### config.mk
export PLATFORM = sky130hd
export DESIGN_NAME = fp_issue_ctrl
export DESIGN_NICKNAME = d
export VERILOG_FILES = /design/src/rtl/fp_issue_ctrl.sv
export SDC_FILE = /design/constraint.sdc
export NUM_CORES = 1
export LEC_CHECK = 0
export CORE_ASPECT_RATIO = 0.8
export CORE_UTILIZATION = 38
export DETAILED_ROUTE_END_ITERATION = 6
export PLACE_DENSITY_LB_ADDON = 0.1
export SETUP_SLACK_MARGIN = 0.4
export SYNTH_ARGS = -nofsm -noshare
export SYNTH_HDL_FRONTEND = slang
export SYNTH_SLANG_ARGS = --single-unit
### constraint.sdc
create_clock -name clk -period 1.65 [get_ports clk]
set_input_delay 0.2475 -clock clk [delete_from_list [all_inputs] [get_ports clk]]
set_output_delay 0.2475 -clock clk [all_outputs]
set_load 0.02 [all_outputs]
### src/rtl/fp_issue_ctrl.sv
// Issue/handshake stage between the EX stage and the FP execute core: one op in flight,
// start pulse, result capture, writeback hold and sticky fflags. Optional macro: FP_TIMEOUT_EN.
module fp_issue_ctrl #(
    parameter int unsigned TIMEOUT_CYCLES = 64
) (
    input  logic        clk,
    input  logic        rst,
    input  logic        req_valid,
    output logic        req_ready,
    input  logic [2:0]  req_op,
    input  logic [31:0] req_a,
    input  logic [31:0] req_b,
    input  logic [4:0]  req_rd,
    output logic        fp_start,
    output logic [2:0]  fp_op,
    output logic [31:0] fp_a,
    output logic [31:0] fp_b,
    input  logic [31:0] fp_result,
    input  logic [4:0]  fp_flags,
    input  logic        fp_valid,
    output logic        wb_valid,
    input  logic        wb_ready,
    output logic [4:0]  wb_rd,
    output logic [31:0] wb_data,
    output logic [4:0]  wb_flags,
    output logic [4:0]  fflags,
    input  logic        fflags_clr,
    output logic        busy,
    output logic        timeout_err
);

    typedef enum logic [1:0] {IDLE, ISSUE, WAIT, RESP} state_t;

    state_t      state_q, state_d;
    logic [2:0]  op_q, op_d;
    logic [31:0] a_q, a_d;
    logic [31:0] b_q, b_d;
    logic [4:0]  rd_q, rd_d;
    logic [31:0] data_q, data_d;
    logic [4:0]  flags_q, flags_d;
    logic [4:0]  fflags_q, fflags_d;
    logic        capture;
    logic [31:0] cap_data;
    logic [4:0]  cap_flags;

`ifdef FP_TIMEOUT_EN
    localparam int CW = $clog2(TIMEOUT_CYCLES + 1);
    logic [CW-1:0] cnt_q, cnt_d;
    logic          tmo_q, tmo_d;
`endif

    always_comb begin
        state_d   = state_q;
        op_d      = op_q;
        a_d       = a_q;
        b_d       = b_q;
        rd_d      = rd_q;
        data_d    = data_q;
        flags_d   = flags_q;
        fflags_d  = fflags_q;
        capture   = 1'b0;
        cap_data  = fp_result;
        cap_flags = fp_flags;
`ifdef FP_TIMEOUT_EN
        cnt_d     = cnt_q;
        tmo_d     = tmo_q;
`endif
        case (state_q)
            IDLE: begin
                if (req_valid) begin
                    op_d    = req_op;
                    a_d     = req_a;
                    b_d     = req_b;
                    rd_d    = req_rd;
                    state_d = ISSUE;
`ifdef FP_TIMEOUT_EN
                    tmo_d   = 1'b0;
`endif
                end
            end
            ISSUE: begin
                // The core may answer special cases in the same cycle as start.
                if (fp_valid) begin
                    capture = 1'b1;
                    state_d = RESP;
                end else begin
                    state_d = WAIT;
`ifdef FP_TIMEOUT_EN
                    cnt_d   = '0;
`endif
                end
            end
            WAIT: begin
                if (fp_valid) begin
                    capture = 1'b1;
                    state_d = RESP;
                end
`ifdef FP_TIMEOUT_EN
                else begin
                    cnt_d = cnt_q + 1'b1;
                    // Forced completion returns a quiet NaN flagged invalid.
                    if (cnt_d == CW'(TIMEOUT_CYCLES)) begin
                        capture   = 1'b1;
                        cap_data  = 32'h7FC0_0000;
                        cap_flags = 5'b10000;
                        tmo_d     = 1'b1;
                        state_d   = RESP;
                    end
                end
`endif
            end
            RESP: begin
                if (wb_ready) begin
                    state_d = IDLE;
                end
            end
            default: state_d = IDLE;
        endcase

        if (capture) begin
            data_d   = cap_data;
            flags_d  = cap_flags;
            fflags_d = (fflags_clr ? 5'b0 : fflags_q) | cap_flags;
        end else if (fflags_clr) begin
            fflags_d = 5'b0;
        end
    end

    always_ff @(posedge clk) begin
        if (rst) begin
            state_q  <= IDLE;
            op_q     <= '0;
            a_q      <= '0;
            b_q      <= '0;
            rd_q     <= '0;
            data_q   <= '0;
            flags_q  <= '0;
            fflags_q <= '0;
`ifdef FP_TIMEOUT_EN
            cnt_q    <= '0;
            tmo_q    <= 1'b0;
`endif
        end else begin
            state_q  <= state_d;
            op_q     <= op_d;
            a_q      <= a_d;
            b_q      <= b_d;
            rd_q     <= rd_d;
            data_q   <= data_d;
            flags_q  <= flags_d;
            fflags_q <= fflags_d;
`ifdef FP_TIMEOUT_EN
            cnt_q    <= cnt_d;
            tmo_q    <= tmo_d;
`endif
        end
    end

    assign req_ready = (state_q == IDLE);
    assign busy      = (state_q != IDLE);
    assign fp_start  = (state_q == ISSUE);
    assign wb_valid  = (state_q == RESP);
    assign fp_op     = op_q;
    assign fp_a      = a_q;
    assign fp_b      = b_q;
    assign wb_rd     = rd_q;
    assign wb_data   = data_q;
    assign wb_flags  = flags_q;
    assign fflags    = fflags_q;
`ifdef FP_TIMEOUT_EN
    assign timeout_err = tmo_q;
`else
    assign timeout_err = 1'b0;
`endif

endmodule
## After elaboration in Yosys (flattened, before gate mapping)

Cells that the tools add are included.
Widths: inputs -> output; s select.

- Eq/ne operators: 6
- Bitwise gates (word level): 1
- Reduce and logical (&&, ||, !) cells: 5
- Multiplexer cells: 9

Operators by type and width:

| cell | count |
|---|---|
| $mux 5 | 2 |
| $pmux 2 s4 | 1 |
| $mux 2 | 3 |
| $or 5x5->5 | 1 |
| $eq 2x2->1 const B | 2 |
| $ne 2x2->1 const B | 2 |
| $mux 1 | 3 |
| $reduce_and 3->1 | 1 |
| $eq 2x1->1 const B | 1 |
| $logic_not 2->1 | 1 |
| $ne 2x1->1 const B | 1 |
| $reduce_and 2->1 | 1 |
| $reduce_bool 2->1 | 1 |
| $reduce_or 2->1 | 1 |

- Register bits: 116
- Input bits: 115

## Depth between registers and ports, before layout

- Depth in word-level cells: 4
- Mapped depth: 7
- Depth with buffers taken out: 5

## Worst setup path before layout

Ideal clock, no wire load.

- Path kind: register -> register
- From: reg state_q[0]
- To: reg state_q[0]
- Stages on the path, launching flop included: 6
- Setup slack: 0.124 ns
- Data arrival time: 1.410 ns
- Library setup time: 0.116 ns
- Cell sequence: dfxtp_1 -> inv_1 -> ha_1 -> inv_1 -> o221a_2 -> o211a_1

- Word-level cells in the longest chain between the ends: 3
- Elaborated cells on any way between the ends: 9
- Those cells by class: 6 x eq/ne; 1 x mux; 2 x reduce/logical

Ends and longest elaborated chain:

| item | RTL line | text |
|---|---|---|
| start, declared | 34 | `state_t state_q, state_d;` |
| start signal, assigned | 144 | `state_q <= state_d;` |
| $logic_not 2->1 * | - |  |
| named net req_ready | 9 | `output logic req_ready,` |
| $ne 2x2->1 (no source line) | - |  |
| $reduce_and 3->1 (no source line) | - |  |

Mark *: on every way through the listed nets, which the timed path passes. The rest lies on a longest branch.
A chain may end at the register's enable or synchronous reset.

## Worst setup path in the final report

- From: reg state_q[1]
- To: out busy

- Word-level cells in the longest chain between the ends: 1

Ends and longest elaborated chain:

| item | RTL line | text |
|---|---|---|
| $reduce_bool 2->1 | 160 | `assign busy = (state_q != IDLE);` |
| end, declared | 28 | `output logic busy,` |

Every way passes these cells.

==> results.toml <==
[synth]
synth_seq_cells = 116
syn_area_um2 = 4172
synth.most_common_cell = "nand2_1"
synth_ff_type = "dfxtp_1"
yosysWarningCount = 0
ys_top_cells_by_area = "dfxtp_1, nand2_1, a21oi_1"
synth-edff-count = 0
synth_top_area_cell = "dfxtp_1"
synthCells = 513
seq_area_frac_synth = 0.5567
avgSynthCellArea_um2 = 8.132
async_flop_share = 0
synth_common_cells = "nand2_1, dfxtp_1, a21oi_1"
synth_cell_types = 19
yosysTopAreaCellShare = 0.5567
synth_nets = 633

[power_and_ir_drop]
power_switching_mw = 5.087
swShare = 0.3532
power.density_nw_per_um2 = 1809
seqPwrFrac = 0.262
clkPwrFrac = 0.288
power_leakage_nw = 3.537
cellInternalPower_mw = 9.316
vdd_ir_drop_max_mv = 1.142
comb_power_share = 0.451

[floorplanning]
dieWidth_um = 119.1
io_pins = 234
placementRows = 33
core_um2 = 10450
start_util = 0.3993
die_h_um = 95.72
dieArea_um2 = 11400

[worst_setup_path]
critPathRequiredTime_ns = 1.40
start_kind = "register"
crit_chain = "inv_4, ha_4, inv_4, buf_6"
critical_path_buf_inv_count = 3
regToRegStartpoint = "state_q[0]"
ff2ff_path_depth = 7
end_kind = "output port"
cp_slowest_cell = "dfxtp_4"
arrival_ns = 1.19
cpPeakStageDelay_ns = 0.36
crit_family = "flip-flops"
cp_max_fo = 5
rrSetupSlack_ns = 0.21
cpMostUsedCell = "inv_4"
r2r-end = "wb_data[27]"
crit_type = "register to output port"

[clock_tree]
cts_tree = "yes"
cts.reportedPaths.clkPinSlew_ns = 0.05
clk_latency_ns = 0.41
clk_path_buf_depth = 2
cts_root_buf = "clkbuf_16"
hold_buffers = 0
cts_max_level = 4
clkSinkCount = 116
numCtsBuffers = 17

[worst_hold_path]
worstHoldStart = "rst"
hp-class = "primary input to register"
min_to = "wb_data[10]"
hold_path_depth = 2

[sta]
tightest_slew_ns = 0.5189
slew_violations = 0
max_freq_mhz = 695.7
relSlewSlack = 0.6535
finalCritPeriodShare = 0.8712
finalSetupViolations = 0
rsz0062_at_grt = "yes"
hold_viol_final = 0
whs_ns = 0.2534
finClkSkew_ns = 0.007159
layout_min_cycle_time_ns = 1.438
fin_tns_setup_ns = 0

[place]
place_congestion = 0.7455
io_buffers = 232
hpwl_um = 8557

[grt]
use_met1 = 0.2756
grt_util_met3 = 0.08412
grt_util_met2 = 0.4467
grt_pass1_vias = 4497
grt-ovfl-total = 0
grt_antenna_before_repair = 0
busiest_layer = "met2"
grt_max_degree = 49
grt_pass1_wl_um = 22050
grtUsageTotal = 0.2541

[finish]
area_delta_synth_final_pct = 90.82
regArea_um2 = 2330
fin_nets = 897
insertedDiodeCount = 0
drive_gt1_frac = 0.4101
fillCellCount = 742
post-route-util = 0.7620
multiInputGateArea_um2 = 2240

[detailed_routing]
routed_via_density = 4.925
route.detailed.wl_per_inst_um = 17.11
drtIter0Drc = 200
drc = 0
vias = 4580
dr.pass1.iters = 4
antenna_left = 0
wl_um = 15910

[run]
maxCapViolCount = 0

[run_status]
status = "complete, no violations"
[metal layers]
| metal | share of wire | wire, µm | vias up |
|---|---|---|---|
| met4 | 0.031 | 500 | 0 |
| met3 | 0.072 | 1145 | 39 |
| met2 | 0.50 | 7954 | 191 |
| li1 | - | - | 2192 |
| met1 | 0.40 | 6308 | 2158 |
| met5 | 0 | 0 | - |
[how the worst max path moves through the flow]
stage | endpoint | depth (start not counted) | startpoint
after global placement | fflags[2] | 4 | fp_valid
final | busy | 4 | state_q[1]
after global routing | wb_data[26] | 7 | state_q[1]
after floorplan | state_q[0] | 4 | state_q[0]
after CTS | busy | 4 | state_q[0]
after detailed placement | fflags[4] | 4 | fp_valid
[through the flow]
step / instance area [µm²] / total power, mW / std cells / worst slack (ns)
after floorplan: 4197 / 6.246 / 513 / 0.4000
after global placement: 6595 / 7.968 / 859 / 0.1230
after detailed placement: 6595 / 8.088 / 859 / 0.04887
after CTS: 7341 / 13.21 / 917 / 0.2272
after global routing: 7960 / 15.02 / 930 / 0.1654
final: 7960 / 14.40 / 930 / 0.2125
[worst reg2reg max path: cells and delay by family (launching register included)]
family / cells / cell delay (ns)
DFF: 1 / 0.38
buffers and inverters: 3 / 0.41
AOI/OAI and AO/OA: 1 / 0.05
adders and majority gates: 1 / 0.29
and+or+nand+nor: 2 / 0.18
[repair_timing]
action,in CTS,in global routing
buffers inserted,15,6
setup endpoints to repair,232,140
resized for setup,503,168
gates cloned,11,7
pin swaps,19,72
[layout make-up]
type / instances / area share
tap: 140 / 0.02201
sequential: 116 / 0.2927
clock inverter: 9 / 0.02138
multi-input combinational: 361 / 0.2814
clock buffer: 23 / 0.06272
timing repair buffer: 277 / 0.3170
inverter: 4 / 0.002829
[cell usage in the layout, fill, tap and decap left out, types with 8 or more instances in the layout]
| cell type | synthesis | routed |
|---|---|---|
| nand2b_1 | 8 | 8 |
| clkbuf_16 | 0 | 25 |
| nand2_4 | 0 | 47 |
| a21oi_1 | 114 | 70 |
| a21oi_2 | 0 | 44 |
| dfxtp_1 | 116 | 114 |
| nand2_2 | 1 | 23 |
| buf_12 | 0 | 10 |
| nand2_1 | 220 | 150 |
| buf_6 | 12 | 15 |
| buf_4 | 1 | 11 |
| clkdlybuf4s50_1 | 0 | 112 |
| buf_2 | 17 | 114 |
[power by group through the flow]
| stage | clock (mW) | sequential, mW | combinational, mW |
|---|---|---|---|
| floorplan | 0 | 4.42 | 1.83 |
| global placement | 0 | 3.72 | 4.25 |
| detailed placement | 0 | 3.76 | 4.33 |
| CTS | 4.18 | 3.70 | 5.33 |
| global route | 4.32 | 3.83 | 6.88 |
| finish | 4.14 | 3.77 | 6.49 |
[sequential cells by signal, indices dropped and copies added, names as in the netlist]
| name | cells |
|---|---|
| fp_a | 32 |
| wb_flags | 5 |
| wb_data | 32 |
| fp_op | 3 |
| fflags | 5 |
| fp_b | 32 |
| state_q | 2 |
| wb_rd | 5 |
[cell families after synthesis]
family | after synthesis | share of synthesized area
muxes | 1 | 0.002400
DFF | 116 | 0.5567
and+or+nand+nor | 232 | 0.2160
adders and majority gates | 5 | 0.01500
AOI/OAI and AO/OA | 118 | 0.1455
buffers and inverters | 40 | 0.06359
other | 1 | 0.0008990
No activity file was read; power rests on OpenSTA's default activity.
==> RTL change, RTL diff (same settings) <==
The option `FP_TIMEOUT_EN` is turned on by a define.
--- a/src/rtl/fp_issue_ctrl.sv
+++ b/src/rtl/fp_issue_ctrl.sv
@@ -2,2 +2,4 @@
 // start pulse, result capture, writeback hold and sticky fflags. Optional macro: FP_TIMEOUT_EN.
+`define FP_TIMEOUT_EN
+
 module fp_issue_ctrl #(
Check against the original RTL: same outputs for any inputs over 10 cycles, from zero or initial values and one cycle with rst high; that may be too few to reach the edited logic, so the function may still have changed.
==> RTL change against the original RTL <==
Wire length grew 48%. Via count up 19%. Total power increased by 13%. Design area rose by 26%. First-iteration DRC count increased by 4.0%. Critical path type is now register to register. Sequential power increased by 5%. Synthesized area rose by 7.9%. Sequential cell count is 8 higher. Non-clock buffer count is 46 higher. Clock skew grew 0.0012 ns. Worst setup slack worse by 0.39 ns. The flow now finishes with violations (negative setup slack).
==> RTL change: results (changes against the original RTL) <==
status=finished with violations; violated checks=negative setup slack; Setup Total Neg Slack=-4.760 ns (-4.760 ns); Post-DP Area=0.007172 mm² (+8.7%); adder-cell share of the synthesized area=0.01390 (-0.001093); min setup slack post-route=-0.1734 ns (-0.3859 ns); synth cell count leaders=nand2_1 (154), dfxtp_1 (124), a21oi_1 (94), clkbuf_1 (28), a22o_1 (23); final net count=958 (+6.8%); Port Buffer Count=233 (+0.43%); Critical Path Source=cnt_q[0]$_SDFFE_PP0P_; reg-to-reg endpoint=wb_flags[3]$_SDFFE_PP0P_; layout cells sized above 1=0.6122 (+0.2021); Post-Synth XOR/XNOR Area=0.001947 (+0.001947); vias per cell=5.476 (+11%); M2 GR Usage=0.5115 (+0.06483); Hold Crit Depth=3 (+1); vias in the first global route=4945 (+10%); WHS=0.3562 ns (+0.1028 ns); Synth Area in Compound Gates=0.1913 (+0.04585); post-synth cell types=39 (+20); Flop pwr share=0.244 (-0.018); Cells after Synth=528 (+2.9%); GRT met1 Usage=0.3399 (+0.06432); TritonRoute pass-1 iters=5 (+1); clk pwr=3.94 mW (-5%); DRT iter0 DRCs=208 (+4.0%); final setup fails=42 (+42); GPL Wtd Cong=0.8130 (+9.1%); grt met3 use=0.09404 (+0.009913); P_seq=3.97 mW (+5%); Total Routed Length=23550 µm (+48%); top cells by area, synth=dfxtp_1 (55%), nand2_1 (13%), a21oi_1 (10%), a22o_1 (4.5%), clkbuf_1 (2.3%); worst vdd ir=1320 µV (+16%); Critical-path top delay cell=dfxtp_2; P_int=10.00 mW (+7.4%); Cells after DPL=897 (+4.4%); YS warnings=0 (unchanged); Synthesized Nets=648 (+2.4%); Final HPWL DP=9467 µm (+11%); worst reg2reg path depth=9 (+2); Worst Skew=0.008324 ns (+0.001165 ns); mux contribution to synthesized area=0.002225 (-0.0001748); first-pass GRT wire length=26940 µm (+22%); leak pwr=4.472 nW (+26%); sequential area share after synthesis=0.5517 (-0.004965); M1 wire length=8725 µm (+38%); GRT Total Usage=0.2963 (+0.04217); met3 WL=1912 µm (+67%); crit-path max FO=6 (+1); largest net degree at the start of global routing=62 (+27%); Final Non-Filler Cells=999 (+7.4%); met2 routed WL=11550 µm (+45%); delay-heaviest family, CP=buffers and inverters
-- RTL change: cell type report --
class,count,area [µm²]
multi-input combinational,367,3352
clock inverter,13,165.2
tap,148,185.2
sequential,124,2507
inverter,5,30.03
fill,515,1511
timing repair buffer,323,3313
clock buffer,19,452.9
-- RTL change: per-stage QoR --
| step | worst slack, ns | util |
|---|---|---|
| after detailed placement | -0.2139 | 0.6227 |
| after global placement | -0.1469 | 0.6227 |
| final | -0.1734 | 0.8688 |
| after global routing | -0.2146 | 0.8688 |
| after floorplan | 0.03699 | - |
| after CTS | -0.1023 | 0.7433 |
-- RTL change: kinds of logic after synthesis --
family                   count (synthesis)
AND/OR/NAND/NOR                        218
AO/OA/AOI/OAI                          140
flip-flops                             124
buffers and inverters                   39
adder cells (fa/ha/maj)                  5
XOR/XNOR                                 1
multiplexers                             1
-- RTL change: repair_timing --
action,4_1_cts,5_1_grt
pin swaps,87,137
gates resized for setup,679,264
hold endpoints to repair,0,0
endpoints found under the setup margin,243,139
setup buffers,18,19
gates cloned,19,14
